--- src/rtl/alu_pkg.sv ---
// Shared ALU definitions: aluController encodings used by the ALU decoder and
// the execution unit, plus the execution-unit FSM state type.
package alu_pkg;

  localparam logic [3:0] ALU_ADD = 4'b0000;
  localparam logic [3:0] ALU_SUB = 4'b0001;
  localparam logic [3:0] ALU_MUL = 4'b0010;
  localparam logic [3:0] ALU_SLT = 4'b0011;

  typedef enum logic {
    S_IDLE,
    S_MUL
  } state_t;

endpackage

--- src/rtl/alu_iter_mul.sv ---
// Iterative shift-add multiplier retiring MUL_BITS multiplier bits per cycle.
// done is combinational in the final iteration; product is valid alongside it.
module alu_iter_mul #(
  parameter int unsigned WIDTH    = 32,
  parameter int unsigned MUL_BITS = 1
) (
  input  logic             clk,
  input  logic             rst,
  input  logic             start,
  input  logic             abort,
  input  logic [WIDTH-1:0] a,
  input  logic [WIDTH-1:0] b,
  output logic             done,
  output logic [WIDTH-1:0] product
);

  localparam int unsigned MUL_CYC = WIDTH / MUL_BITS;
  localparam int unsigned CNT_W   = $clog2(MUL_CYC + 1);
  localparam logic [CNT_W-1:0] LAST = CNT_W'(MUL_CYC - 1);
  localparam logic [CNT_W-1:0] TERM = CNT_W'(MUL_CYC);

  logic             busy;
  logic [CNT_W-1:0] cnt;
  logic [WIDTH-1:0] acc;
  logic [WIDTH-1:0] mcand;
  logic [WIDTH-1:0] mplier;
  logic [WIDTH-1:0] partial;
  logic [WIDTH-1:0] acc_nxt;

  always_comb begin
    partial = '0;
    for (int unsigned j = 0; j < MUL_BITS; j++) begin
      if (mplier[j]) partial = partial + (mcand << j);
    end
    acc_nxt = acc + partial;
  end

  // The last iteration's sum is forwarded directly so the result lands in the
  // top's output register on the same edge the counter reaches terminal count.
  assign done    = busy & (cnt == LAST) & ~abort;
  assign product = acc_nxt;

  always_ff @(posedge clk) begin
    if (rst || abort) begin
      busy   <= 1'b0;
      cnt    <= '0;
      acc    <= '0;
      mcand  <= '0;
      mplier <= '0;
    end else if (start) begin
      busy   <= 1'b1;
      cnt    <= '0;
      acc    <= '0;
      mcand  <= a;
      mplier <= b;
    end else if (busy) begin
      acc    <= acc_nxt;
      mcand  <= mcand << MUL_BITS;
      mplier <= mplier >> MUL_BITS;
      if (cnt == LAST) begin
        busy <= 1'b0;
        cnt  <= TERM;
      end else if (cnt != TERM) begin
        cnt <= cnt + CNT_W'(1);
      end
    end
  end

endmodule

--- src/rtl/alu_exec_unit.sv ---
// EX-stage execution unit: single-cycle add/sub/slt, iterative mul that stalls
// upstream issue while in flight. Results and zero flag are registered.
module alu_exec_unit
  import alu_pkg::*;
#(
  parameter int unsigned WIDTH    = 32,
  parameter int unsigned MUL_BITS = 1
) (
  input  logic             clk,
  input  logic             rst,
  input  logic             in_valid,
  output logic             in_ready,
  input  logic [3:0]       aluController,
  input  logic [WIDTH-1:0] srcA,
  input  logic [WIDTH-1:0] srcB,
  input  logic             flush,
  output logic             stall,
  output logic             out_valid,
  output logic [WIDTH-1:0] aluResult,
  output logic             zero
);

  state_t           state, state_nxt;
  logic             is_mul;
  logic             accept;
  logic             mul_start;
  logic             mul_done;
  logic [WIDTH-1:0] mul_product;
  logic [WIDTH-1:0] sc_result;

  assign is_mul    = (aluController == ALU_MUL);
  assign accept    = in_valid & in_ready & ~flush;
  assign mul_start = accept & is_mul;

  always_comb begin
    case (aluController)
      ALU_SUB: sc_result = srcA - srcB;
      ALU_SLT: sc_result = {{(WIDTH-1){1'b0}}, ($signed(srcA) < $signed(srcB))};
      default: sc_result = srcA + srcB;
    endcase
  end

  always_comb begin
    state_nxt = state;
    in_ready  = (state == S_IDLE) & ~rst;
    stall     = (state == S_MUL) | (in_valid & in_ready & is_mul);
    case (state)
      S_IDLE:  if (mul_start) state_nxt = S_MUL;
      S_MUL:   if (flush || mul_done) state_nxt = S_IDLE;
      default: state_nxt = S_IDLE;
    endcase
  end

  alu_iter_mul #(
    .WIDTH    (WIDTH),
    .MUL_BITS (MUL_BITS)
  ) u_mul (
    .clk     (clk),
    .rst     (rst),
    .start   (mul_start),
    .abort   (flush),
    .a       (srcA),
    .b       (srcB),
    .done    (mul_done),
    .product (mul_product)
  );

  // accept only fires in IDLE and mul_done only in MUL, so the two result
  // sources can never collide on out_valid.
  always_ff @(posedge clk) begin
    if (rst) begin
      state     <= S_IDLE;
      out_valid <= 1'b0;
      aluResult <= '0;
      zero      <= 1'b1;
    end else begin
      state     <= state_nxt;
      out_valid <= 1'b0;
      if (accept && !is_mul) begin
        out_valid <= 1'b1;
        aluResult <= sc_result;
        zero      <= (sc_result == '0);
      end else if (mul_done) begin
        out_valid <= 1'b1;
        aluResult <= mul_product;
        zero      <= (mul_product == '0);
      end
    end
  end

endmodule

--- config.mk ---
export PLATFORM = sky130hd
export DESIGN_NAME = alu_exec_unit
export DESIGN_NICKNAME = d
export VERILOG_FILES = /design/src/rtl/alu_pkg.sv /design/src/rtl/alu_iter_mul.sv /design/src/rtl/alu_exec_unit.sv
export SDC_FILE = /design/constraint.sdc
export NUM_CORES = 1
export LEC_CHECK = 0
export CAP_MARGIN = 15
export CORE_ASPECT_RATIO = 0.7
export CORE_UTILIZATION = 40
export CTS_CLUSTER_SIZE = 16
export DETAILED_ROUTE_END_ITERATION = 12
export DONT_BUFFER_PORTS = 1
export PLACE_DENSITY_LB_ADDON = 0.08
export SLEW_MARGIN = 15
export SYNTH_ARGS = -nofsm -noshare
export SYNTH_HDL_FRONTEND = slang
export SYNTH_HIERARCHICAL = 1
export SYNTH_SLANG_ARGS = --single-unit
--- constraint.sdc ---
create_clock -name clk -period 4.2 [get_ports clk]
set_input_delay 0.42 -clock clk [delete_from_list [all_inputs] [get_ports clk]]
set_output_delay 0.42 -clock clk [all_outputs]
set_load 0.05 [all_outputs]
## Word-level counts from Yosys, hierarchy flattened

Index checks and enable logic that the tools add are counted.

- Logic and storage cells: 61
- Flip-flop bits (word level): 138
- Output and inout port bits: 36
- Bits of input ports: 72

- Muxes and demuxes: 20
- Order comparisons: 1
- Equal/unequal tests: 5
- Add/subtract/negate cells: 4
- Bitwise gates (word level): 11
- Reduce and logical (&&, ||, !) cells: 11

Operator list:

| operator | count |
|---|---|
| $mux 32 | 7 |
| $add 32x32->32 | 2 |
| $logic_not 32->1 | 2 |
| $pmux 32 s2 | 1 |
| $lt 32x32->1 | 1 |
| $sub 32x32->32 | 1 |
| $mux 6 | 2 |
| $mux 1 | 9 |
| $eq 4x2->1 const B | 2 |
| $and 1x1->1 | 7 |
| $add 6x1->6 const B | 1 |
| $eq 6x5->1 const B | 1 |
| $ne 6x6->1 const B | 1 |
| $reduce_bool 2->1 | 3 |
| $eq 4x1->1 const B | 1 |
| $not 1->1 | 3 |
| $logic_or 1x1->1 | 2 |
| $pmux 1 s2 | 1 |
| $reduce_and 2->1 | 1 |
| $reduce_or 2->1 | 1 |
| $logic_and 1x1->1 | 1 |
| $logic_not 1->1 | 1 |
| $or 1x1->1 | 1 |

## Depth between registers and ports, before layout

- Word-level depth: 7
- Mapped depth: 17
- Depth with buffers taken out: 16

## By module

Netlist, hierarchy kept.

By module, submodules not included:

| module | area each (µm²) | cells an instance | instances | seq. area each (µm²) |
|---|---|---|---|---|
| alu_iter_mul | 6184.7 | 778 | 1 | 2062.0 |
| alu_exec_unit | 5559.1 | 765 | 1 | 700.7 |

## Worst setup path before layout

OpenSTA, ideal clock, no wires.

- Path type: input to register
- From: in rst
- To: reg zero
- Required time: 4.116 ns
- Data arrival time: 3.427 ns
- Setup time: 0.084 ns
- Cell stages on the path: 12
- Path slack: 0.689 ns
- Buffers on the path: 2
- Path through: buf_2 -> nor2_1 -> nand2_1 -> or3_1 -> buf_2 -> a211oi_1 -> nor2b_1 -> nand4_1 -> or4_1 -> nor4_1 -> nand4_1 -> o31ai_2

- Longest elaborated chain between the ends: 6
- Elaborated cells between the ends (all ways): 7
- Classes of those cells: 1 x mux; 4 x bitwise; 2 x reduce/logical

Ends and longest elaborated chain:

| item | line | text |
|---|---|---|
| from (decl) | alu_exec_unit.sv:10 | `input logic rst,` |
| $not 1->1 * | alu_exec_unit.sv:45 | `in_ready = (state == S_IDLE) & ~rst;` |
| $and 1x1->1 * | alu_exec_unit.sv:45 |  |
| net in_ready | alu_exec_unit.sv:12 | `output logic in_ready,` |
| $and 1x1->1 * (2 in a row) | alu_exec_unit.sv:32 | `assign accept = in_valid & in_ready & ~flush;` |
| $logic_and 1x1->1 * | alu_exec_unit.sv:79 | `if (accept && !is_mul) begin` |
| $mux 1 or $reduce_bool 2->1 (tied branches) | -- |  |
| to (signal assigned) | alu_exec_unit.sv:82 | `zero <= (sc_result == '0);` |
| to (signal assigned) | alu_exec_unit.sv:86 | `zero <= (mul_product == '0);` |
| to (decl) | alu_exec_unit.sv:20 | `output logic zero` |

Mark *: on every way through the listed nets, which the timed path passes. The rest lies on a longest branch.
A chain may end at the register's enable or synchronous reset.

## Worst setup path after layout

- From: reg u_mul.mplier[0]
- To: reg zero

- Longest elaborated chain between the ends: 5

Ends and longest elaborated chain:

| item | line | text |
|---|---|---|
| from (decl) | alu_iter_mul.sv:26 | `logic [WIDTH-1:0] mplier;` |
| from (signal assigned) | alu_iter_mul.sv:59 | `mplier <= mplier >> MUL_BITS;` |
| $mux 32 | alu_iter_mul.sv:33 | `if (mplier[j]) partial = partial + (mcand << j);` |
| $add 32x32->32 | alu_iter_mul.sv:35 | `acc_nxt = acc + partial;` |
| net mul_product[29] | alu_exec_unit.sv:28 | `logic [WIDTH-1:0] mul_product;` |
| $logic_not 32->1 | alu_exec_unit.sv:86 |  |
| $mux 1 | alu_exec_unit.sv:83 | `end else if (mul_done) begin` |
| $mux 1 | alu_exec_unit.sv:79 |  |

The timed path passes the listed nets, and every way through them passes these cells. The select of a mux whose other input is x is not followed.

==> summary.txt <==
Status - finished, violations left
Failing checks - design-rule violations
Global route overflow - 0
Yosys reg bits - 138
CP Launch Type - register
Die H - 145 um
Layout cells sized above 1 - 7.20%
Port bufs - 0
Rows - 52
Final hold vios - 0
CTS clk-pin slew, worst paths - 0.07 ns
CP max stage delay - 0.46 ns
TritonCTS clock tree - done
Vias in the first global route - 10400
Clk buf depth - 2
Die area - 0.0301 mm^2
First-pass GRT wire length - 60700 um
Estimated wirelength of the detail-placed design - 30000 um
Drt wl/cell - 20.8 um
Post-CTS setup buffers - 0
Top FF cell, synth - dfxtp_1
Pin count of the biggest net entering global routing - 93
VDD IR-drop max - 0.000217 V
Leading cell type in the layout, fill and taps excluded - nor2_1
Post-DRT Antenna Nets - 0
Ys async rst share - 0%
# setup viols final - 0
DR iter-0 viols - 839
Area occupied by multi-input gates - 0.00834 mm^2
Leading area contributor after synthesis - dfxtp_1
Yosys Warn Count - 6
Worst Skew - 0.00969 ns
Die Wd - 207 um
Synth top area share - 23.5%
Largest cells by area after synthesis - dfxtp_1, ha_1, mux2i_1, nor2_1, a21oi_1
Fillers - 3060
Placed insts - 1859
Fin. max-slew vios - 0
ANT cells - 0
Worst Path Class, Setup - reg -> reg
Max-Slew Margin vs Limit - 36.2%
Crit-path cells - buf_4, buf_4, and2_1, ha_1, nand4_1, or3_1, a31oi_1, a211oi_1, nand2_1, a211oi_1, xnor2_1, nor4_1, nand4_1, o31ai_1, o41ai_1, o31ai_2
Post-layout util - 44.0%
Worst EP arrival - 4.28 ns
Most frequent cells in the layout - nor2_1, a21oi_1, dfxtp_1
Mapped Cells - 1543
Vias - 11100
Crit-path max FO - 19
Final min period - 3.91 ns
Final #Nets - 1672
RD Place Congestion - 0.881
Crit path required time - 4.58 ns
Htree depth - 4
Synthesis-to-layout area growth - 8.15%
Final Non-Filler Cells - 1892
RSZ-0062 raised after global routing - no
Mean Syn Cell Area - 7.61 um^2
Initial antenna violation count - 0
Worst skew pair latency - 0.46 ns
DRT Pass-1 Iters - 10
Syn_nets - 1714
Slowest-stage cell, CP - nor4_1
Starting Density - 40.7%
Overall routing resource usage - 26.3%
Via density - 5.84
P_leak - 5.12 nW
Post-Route WL - 39300 um
Cell variety after synth - 89
I/O pin count - 108
Setup crit end kind - register
Slew @ Worst Pin - 0.954 ns
Seq/Total Area, Yosys - 23.5%
Max Cap Viol - 0
Num Clock Sinks - 138
Post-synth design cell area - 0.0117 mm^2
Total negative slack - 0 ns
Core area - 0.0289 mm^2
Min-delay worst type - in -> reg
Period utilization - 93.0%
Final routed DRC violation total - 9
Pwr/cell area - 287 mW/mm^2
CTS buffer count - 17
Post-synth EDFFs - 0
Top achievable clock speed - 256 MHz
Register area - 0.00277 mm^2
Root buf cell - clkbuf_16
## per-stage QoR
| step | hold slack, ns | worst slack (ns) | cell area (um^2) | power [W] |
|---|---|---|---|---|
| after detailed placement | 0.460 | 0.230 | 12100 | 0.00214 |
| after global placement | 0.457 | 0.321 | 12100 | 0.00215 |
| after floorplan | 0.445 | 0.689 | 11700 | 0.00196 |
| final | 0.0205 | 0.295 | 12700 | 0.00364 |
| after CTS | 0.00401 | 0.282 | 12700 | 0.00367 |
| after global routing | 0.000932 | 0.00639 | 12700 | 0.00382 |
## worst paths after layout
path	to	slack, ns	cells past startpoint	from
setup reg to reg	zero	0.29	16	u_mul/mplier[0]
hold reg to reg	u_mul/acc[22]	0.47	2	u_mul/acc[22]
setup / recovery	zero	0.29	16	u_mul/mplier[0]
hold / removal	state	0.02	1	flush
## cell usage after synthesis (5+ instances only)
master     instances
a211oi_1          58
a21o_1            25
a21oi_1          169
a221oi_1           6
a22o_1             5
a2bb2oi_1          5
a31o_2             6
a31oi_1           16
and2_1            38
and3_1             9
buf_1             12
buf_2             15
clkbuf_1          63
dfxtp_1          138
ha_1              96
inv_1             70
mux2i_1          104
nand2_1           74
nand2b_1          16
nand3_1           20
nand3b_1           5
nand4_1           23
nor2_1           244
nor2b_1           30
nor3_1            23
nor3b_1            7
nor4_1            14
o211ai_1           8
o21a_1            10
o21ai_0           44
o21ai_1            6
o21bai_1          10
o22a_1             5
o22ai_1           10
o31a_1             7
o31ai_1           16
or2_2              5
or3_1              8
xnor2_1           27
xor2_1            15
## sequential cells by signal (all words and copies together), names as in the netlist
register	count
aluResult	32
out_valid	1
state	1
u_mul/acc	32
u_mul/busy	1
u_mul/cnt	6
u_mul/mcand	32
u_mul/mplier	32
zero	1
## timing repair
item,CTS,global route
hold buffers,0,1
endpoints found under the setup margin,0,1
gates resized for setup,0,2
hold endpoints to repair,0,2
## worst max-delay path: cells and delay by family, from the launching register on
family	cells	cell delay, ns
simple gates	6	1.45
flops	1	0.31
xor+xnor	1	0.19
fa+ha+maj	1	0.41
compound gates	6	1.05
buf+inv	2	0.39
## cell type report
type | instances | share of cell area [%]
Sequential cell | 138 | 21.8
Timing Repair Buffer | 35 | 2.19
Clock inverter | 14 | 1.06
Tap cell | 378 | 3.72
Inverter | 71 | 2.10
Clock buffer | 18 | 3.46
Multi-Input combinational cell | 1238 | 65.7
## metal layers
| layer | part of all wire, % | global-route usage, % | up-vias |
|---|---|---|---|
| met5 | 0 | 0 | - |
| met4 | 2.5 | 8.25 | 0 |
| met3 | 7.4 | 6.96 | 54 |
| met2 | 41 | 37.7 | 306 |
| met1 | 49 | 37.9 | 5191 |
| li1 | - | - | 5502 |
## where the power goes
part	internal [W]	switching [W]
Combinational	0.000263	0.000459
Sequential	0.00133	0.0000753
Clock	0.000840	0.000680
## kinds of logic after synthesis
group | Yosys count | synth area share (%)
XOR/XNOR | 42 | 3.13
multiplexers | 104 | 8.86
AND/OR/NAND/NOR | 529 | 21.5
buffers and inverters | 167 | 5.70
flip-flops | 138 | 23.5
adder cells (fa/ha/maj) | 99 | 10.7
AO/OA/AOI/OAI | 464 | 26.5
Note: power is estimated with default switching activity, not from simulation.
